### src/rtl/data_mem_arbiter.sv
// -----------------------------------------------------------------------------
// data_mem_arbiter
//
// Shares one single-port synchronous data memory between the CPU controller
// (load/store) and a host/debug loader port. One access is arbitrated per
// cycle. The CPU has fixed priority. A wait counter stops the CPU from
// starving the host: after HOST_STARVE_MAX lost cycles the host wins a tie.
//
// Timing: requests sampled in cycle t go out on the registered Mem* bus in
// cycle t+1, together with the winner's Gnt pulse. For reads, the memory
// returns data in t+2, and that data is forwarded with an RValid pulse.
//
// Ports
//   Clk, Rst                 clock (rising edge), async active-high reset
//   CpuReq/Write/Addr/WData  CPU request, held until CpuGnt
//   CpuGnt                   CPU access is on the memory bus this cycle
//   CpuRValid/CpuRData       CPU read return (data is 0 when not valid)
//   HostReq/Write/Addr/WData host request, held until HostGnt
//   HostGnt                  host access is on the memory bus this cycle
//   HostRValid/HostRData     host read return (data is 0 when not valid)
//   MemAddr/MemWData/MemWrite registered memory command
//   MemRData                 memory read data, valid the cycle after MemAddr
//   Owner                    bus owner this cycle: 00 idle, 01 CPU, 10 host
// -----------------------------------------------------------------------------
module data_mem_arbiter #(
    parameter int ADDR_W          = 8,
    parameter int DATA_W          = 16,
    parameter int HOST_STARVE_MAX = 4
) (
    input  logic              Clk,
    input  logic              Rst,

    input  logic              CpuReq,
    input  logic              CpuWrite,
    input  logic [ADDR_W-1:0] CpuAddr,
    input  logic [DATA_W-1:0] CpuWData,
    output logic              CpuGnt,
    output logic              CpuRValid,
    output logic [DATA_W-1:0] CpuRData,

    input  logic              HostReq,
    input  logic              HostWrite,
    input  logic [ADDR_W-1:0] HostAddr,
    input  logic [DATA_W-1:0] HostWData,
    output logic              HostGnt,
    output logic              HostRValid,
    output logic [DATA_W-1:0] HostRData,

    output logic [ADDR_W-1:0] MemAddr,
    output logic [DATA_W-1:0] MemWData,
    output logic              MemWrite,
    input  logic [DATA_W-1:0] MemRData,

    output logic [1:0]        Owner
);

    localparam int CNT_W = $clog2(HOST_STARVE_MAX + 1);
    localparam logic [CNT_W-1:0] CNT_MAX = CNT_W'(HOST_STARVE_MAX);

    // The state encoding is the Owner code, so Owner is a direct view of the state.
    typedef enum logic [1:0] {
        IDLE     = 2'b00,
        OWN_CPU  = 2'b01,
        OWN_HOST = 2'b10
    } state_e;

    state_e            state_q,        state_d;
    logic [CNT_W-1:0]  wait_cnt_q,     wait_cnt_d;
    logic [ADDR_W-1:0] mem_addr_q,     mem_addr_d;
    logic [DATA_W-1:0] mem_wdata_q,    mem_wdata_d;
    logic              mem_write_q,    mem_write_d;
    logic              cpu_rd_pend_q,  cpu_rd_pend_d;
    logic              host_rd_pend_q, host_rd_pend_d;
    logic              host_wins;

    // Arbitration, command capture and read-return pipeline.
    always_comb begin
        // NOTE: every signal this block writes gets a default first, so no latch is inferred.
        state_d     = IDLE;
        mem_addr_d  = '0;
        mem_wdata_d = '0;
        mem_write_d = 1'b0;
        wait_cnt_d  = wait_cnt_q;

        // The host wins if it is alone, or if it has already lost HOST_STARVE_MAX cycles.
        host_wins = HostReq && (!CpuReq || (wait_cnt_q == CNT_MAX));

        if (host_wins) begin
            state_d     = OWN_HOST;
            mem_addr_d  = HostAddr;
            mem_wdata_d = HostWData;
            mem_write_d = HostWrite;
        end else if (CpuReq) begin
            state_d     = OWN_CPU;
            mem_addr_d  = CpuAddr;
            mem_wdata_d = CpuWData;
            mem_write_d = CpuWrite;
        end

        // Count the cycles the host waits behind the CPU. Saturate at the limit.
        if (!HostReq || host_wins) begin
            wait_cnt_d = '0;
        end else if (wait_cnt_q != CNT_MAX) begin
            wait_cnt_d = wait_cnt_q + CNT_W'(1);
        end

        // A read on the bus this cycle returns its data next cycle.
        // Each port has its own flag, so adjacent reads from both ports come back in order.
        cpu_rd_pend_d  = (state_q == OWN_CPU)  && !mem_write_q;
        host_rd_pend_d = (state_q == OWN_HOST) && !mem_write_q;
    end

    // NOTE: registers use non-blocking assignments, so every flop updates from pre-edge values.
    always_ff @(posedge Clk or posedge Rst) begin
        if (Rst) begin
            state_q        <= IDLE;
            wait_cnt_q     <= '0;
            mem_addr_q     <= '0;
            mem_wdata_q    <= '0;
            mem_write_q    <= 1'b0;
            cpu_rd_pend_q  <= 1'b0;
            host_rd_pend_q <= 1'b0;
        end else begin
            state_q        <= state_d;
            wait_cnt_q     <= wait_cnt_d;
            mem_addr_q     <= mem_addr_d;
            mem_wdata_q    <= mem_wdata_d;
            mem_write_q    <= mem_write_d;
            cpu_rd_pend_q  <= cpu_rd_pend_d;
            host_rd_pend_q <= host_rd_pend_d;
        end
    end

    assign Owner      = state_q;
    assign CpuGnt     = (state_q == OWN_CPU);
    assign HostGnt    = (state_q == OWN_HOST);
    assign MemAddr    = mem_addr_q;
    assign MemWData   = mem_wdata_q;
    assign MemWrite   = mem_write_q;

    // Read data is gated by the pending flag. The port sees zero outside its valid pulse,
    // and reset clears the flag, so read data is also zero during reset.
    assign CpuRValid  = cpu_rd_pend_q;
    assign CpuRData   = cpu_rd_pend_q  ? MemRData : '0;
    assign HostRValid = host_rd_pend_q;
    assign HostRData  = host_rd_pend_q ? MemRData : '0;

endmodule

### config.mk
export PLATFORM = sky130hd
export DESIGN_NAME = data_mem_arbiter
export DESIGN_NICKNAME = d
export VERILOG_FILES = /design/src/rtl/data_mem_arbiter.sv
export SDC_FILE = /design/constraint.sdc
export NUM_CORES = 1
export LEC_CHECK = 0
export ABC_CLOCK_PERIOD_IN_PS = 1800
export CAP_MARGIN = 20
export CELL_PAD_IN_SITES_DETAIL_PLACEMENT = 0
export CELL_PAD_IN_SITES_GLOBAL_PLACEMENT = 2
export CORE_UTILIZATION = 17
export CTS_CLUSTER_SIZE = 20
export DETAILED_ROUTE_END_ITERATION = 10
export PLACE_DENSITY = 0.84
export RECOVER_POWER = 50
export SETUP_SLACK_MARGIN = 0.1
export SYNTH_ARGS = -nofsm -noshare
export SYNTH_HDL_FRONTEND = slang
export SYNTH_SLANG_ARGS = --single-unit
### constraint.sdc
create_clock -name Clk -period 1.8 [get_ports Clk]
set_input_delay 0.36 -clock Clk [delete_from_list [all_inputs] [get_ports Clk]]
set_output_delay 0.36 -clock Clk [all_outputs]
set_load 0.01 [all_outputs]
* Word-level counts from Yosys, hierarchy flattened
Index checks and enable logic that the tools add are counted.
** Storage, ports and cells
- Flip-flop bits (word level) :: 32
- Output and inout bits :: 63
- Input bits :: 70
** Operators by class
- Muxes and demuxes :: 12
- Eq/ne operators :: 4
- Add/subtract/negate cells :: 1
- Reductions and logical operators :: 9
** Operators by type and width (count)
- 16-bit two-way mux :: 4
- 8-bit two-way mux :: 2
- 3-bit two-way mux :: 2
- 3-bit by 1-bit adder with 3-bit output, second input constant :: 1
- 3-bit equality test, second input constant :: 1
- 1-bit logical AND :: 3
- 1-bit logical NOT :: 3
- 1-bit two-way mux :: 3
- 3-bit inequality test, second input constant :: 1
- 2-bit by 1-bit equality test with 1-bit output, second input constant :: 1
- 2-bit equality test, second input constant :: 1
- 1-bit logical OR :: 2
- 2-bit two-way mux :: 1
- 2-bit nonzero test :: 1

* Logic depth before layout (Yosys ltp)
- Depth after elaboration :: 5
- Mapped depth :: 6
- Mapped depth without buffers :: 4

* Least setup slack after synthesis
No wires, ideal clock.
- Path type :: register to register
- From :: register wait_cnt_q[0]
- To :: register mem_addr_q[0] (netlist: MemAddr[0])
- Arrival time :: 1245 ps
- Period minus slack after synthesis :: 1325 ps
- Setup slack :: 475 ps
- Stages on the path, launching flop included :: 7
- Data required time :: 1720 ps
- Buffers on the path :: 2
- Setup time :: 80 ps
- Cells stage by stage :: dfrtp_1 -> inv_1 -> ha_1 -> and3_1 -> buf_6 -> buf_8 -> o22ai_2
** Between the ends
- Cells in the longest elaborated chain, start to end :: 4
** Ends and longest elaborated chain
- start: declaration :: line 68 : logic [CNT_W-1:0] wait_cnt_q, wait_cnt_d;
- start signal: assignment :: line 125 : wait_cnt_q <= wait_cnt_d;
- 3-bit equality test :: line 86 : host_wins = HostReq && (!CpuReq || (wait_cnt_q == CNT_MAX));
- 1-bit logical OR :: line 86
- 1-bit logical AND :: line 86
- 8-bit two-way mux :: line 88 : if (host_wins) begin
- via mem_addr_d[0] :: line 69 : logic [ADDR_W-1:0] mem_addr_q, mem_addr_d;
- end signal: assignment :: line 126 : mem_addr_q <= mem_addr_d;
- end: declaration :: line 69
The timed path passes the listed nets, and every way through them passes these cells.
A chain may end at the register's enable or synchronous reset.

* Worst setup path in the final report
- From :: register wait_cnt_q[0]
- To :: register mem_wdata_q[3] (netlist: MemWData[3])
** Between the ends
- Cells in the longest elaborated chain, start to end :: 4
** Ends and longest elaborated chain
- 3-bit equality test :: line 86
- 1-bit logical OR :: line 86
- 1-bit logical AND :: line 86
- 16-bit two-way mux :: line 88
- via mem_wdata_d[3] :: line 70 : logic [DATA_W-1:0] mem_wdata_q, mem_wdata_d;
- end signal: assignment :: line 127 : mem_wdata_q <= mem_wdata_d;
- end: declaration :: line 70
The timed path passes the listed nets, and every way through them passes these cells.

==> impl_metrics.ini <==
[sta]
period_needed_ps = 1628
maxSlewHeadroom = 0.4212
clock_skew_ps = 5.066
worstMarginPinSlew_ps = 868.1
final-setup-viol-count = 0
fmax_mhz = 614.1
min_period_over_period = 0.9047
rsz0062_at_grt = false
tns_ps = 0
hold_viol = 0
maxSlewViolCount = 0
fin_ws_ps = 171.6
hold_ws_ps = 470.0

[synthesis]
syn_inst = 172
syn_area_mm2 = 0.001642
seq_area_frac_synth = 0.4878
syn_nets = 244
yosysWarnings = 0
syn_avg_cell_area_um2 = 9.544
synth-seq-cells = 32
synth.distinct_cells = 19

[finish]
nets = 381
syn_to_final_growth_pct = 94.82
n_antenna_cell = 0
drive_gt1_frac = 0.08710
layoutNonFillerInstCount = 439
fillers = 1005

[critical_path]
r2r-start = wait_cnt_q[0]
worst-path-max-fanout = 11
startpoint = wait_cnt_q[0]
crit_arrival_ps = 1780
worstSetupPathType = reg2reg
crit_path_end_kind = flop
cp-start-kind = flop
required_ps = 1960

[cts]
cts_buffers = 5
ctsHtreeMaxLevel = 2
cts_setup_buffers = 0
cts_root_buffer = clkbuf_8
cts_max_path_buffers = 2
cts.clk_slew.worst_paths_ps = 70
cts.sinks = 32
cts_resized = 35
insertion_delay_ps = 280
postCtsHoldBufs = 0
tritoncts = done

[global_routing]
grt_pass1_wl_um = 8832
grt_use_total = 0.1130
gr-total-overflow = 0
grt_pass1_vias = 1755
grt_antenna_before_repair = 0
grt_max_degree = 33

[floorplan]
core_area_mm2 = 0.009284
dieHeight_um = 100.3
rows = 35
start_util = 0.1768
die_x_um = 100.3
die-area_mm2 = 0.01005
num_io_pins = 133

[placed_design]
place_ws_ps = -68.67
port_buffers = 132
gp_congestion = 0.6750
place_hpwl_um = 4260
dp.cells = 431

[power_and_ir_drop]
ir_drop_v = 0.0002228
total_power_mw = 1.967
pwr-share-seq = 0.398
clkPwrFrac = 0.352
pwr-share-comb = 0.250
swShare = 0.2479
power.density_mw_per_mm2 = 615.1
netSwitchingPower_mw = 0.4876
p_int_mw = 1.480
power_leakage_nw = 1.498

[routing]
wl_per_cell_um = 12.99
vias_per_cell = 3.923
ant_nets = 0
dr.pass1.iters = 4
routed_wl_um = 5704
drc = 0
vias = 1722
drt_iter0_markers = 55

[outcome]
outcome = complete, no violations

[worst_hold_path]
hp-start = MemWrite
hold_path.class = reg2reg

[flow_run]
maxCapViolCount = 0
==> cells in the final DEF, fill, tap and decap left out <==
cell type / Yosys / layout
nor2b_1: 6 / 6
dlygate4sd3_1: 0 / 11
dfrtp_1: 32 / 32
and2_1: 32 / 32
clkbuf_8: 0 / 5
o22ai_2: 10 / 10
dlygate4sd2_1: 0 / 35
nand2_1: 51 / 51
clkbuf_1: 5 / 2
ha_1: 2 / 2
and3_1: 1 / 1
a21oi_1: 1 / 1
a21boi_0: 0 / 1
a211oi_1: 2 / 2
clkbuf_2: 0 / 1
nand2b_1: 1 / 1
or3b_1: 1 / 1
inv_1: 4 / 4
buf_12: 0 / 3
buf_4: 2 / 6
clkdlybuf4s25_1: 0 / 1
o22ai_1: 15 / 15
clkinv_2: 0 / 1
clkdlybuf4s50_1: 0 / 85
bufinv_16: 0 / 1
==> flip-flops by register name, indices dropped and copies added, names as in the netlist <==
name        flops
MemAddr         8
CpuRValid       1
MemWrite        1
Owner           2
wait_cnt_q      3
MemWData       16
HostRValid      1
==> layer usage <==
layer  vias up  track usage  share of wire
met5         -            0              0
met4         0      0.03567          0.016
met3         4      0.03412          0.091
met2       101       0.1986           0.48
met1       782       0.1311           0.41
li1        835            -              -
==> Yosys cell counts, drive strengths merged <==
master,count,area share
nand2b,1,0.0038
or3b,1,0.0053
o22ai,25,0.13
dfrtp,32,0.49
nor2b,6,0.023
buf,8,0.045
and3,1,0.0038
a21boi,1,0.011
inv,4,0.0091
ha,2,0.015
clkbuf,5,0.011
and2,32,0.12
a21oi,1,0.0030
nand2,51,0.12
a211oi,2,0.0091
==> stage by stage <==
stage               area (um^2)  utilization
CTS                        3216       0.3464
global placement           3152       0.3395
detailed placement         3152       0.3395
floorplan                  1642            -
global route               3198       0.3445
finish                     3198       0.3445
==> area by class of cell <==
cell class,instances,area (um^2),area share
repair buffers,143,1391,0.4351
flip-flops and latches,32,800.8,0.2504
multi-input cells,123,721.9,0.2257
well taps,129,161.4,0.05047
clock buffers,6,72.57,0.02269
clock inverters,2,35.03,0.01095
inverters,4,15.01,0.004695
==> final timing paths <==
check | to | slack (ps) | cells after the start
setup / recovery | MemWData[3] | 170 | 5
hold / removal | HostRValid | 470 | 1
hold reg to reg | HostRValid | 470 | 1
min in group asynchronous | MemAddr[6] | 770 | 3
max in group asynchronous | Owner[1] | 480 | 3
setup reg to reg | MemWData[3] | 170 | 5
==> power by group through the flow <==
stage                     Combinational (mW)  Sequential, mW  Clock (mW)
final                                  0.492           0.783       0.692
after global routing                   0.535           0.789       0.752
after CTS                              0.513           0.786       0.720
after detailed placement               0.533           0.799           0
after global placement                 0.532           0.797           0
after floorplan                        0.153           0.823           0
==> kinds of logic (layout without fill, tap and decap cells) <==
kind of cell               Yosys count  count (layout)  synth area share
and+or+nand+nor                     92              92            0.2744
DFF                                 32              32            0.4878
AOI/OAI and AO/OA                   29              29            0.1570
buffers and inverters               17             155           0.06554
adders and majority gates            2               2           0.01524
==> critical path: stages, from the launching register on <==
cell	delay, ps
dfrtp_1	380
inv_1	60
ha_1	250
a21boi_0	410
buf_4	300
o22ai_1	110
(Power assumes the default switching activity.)
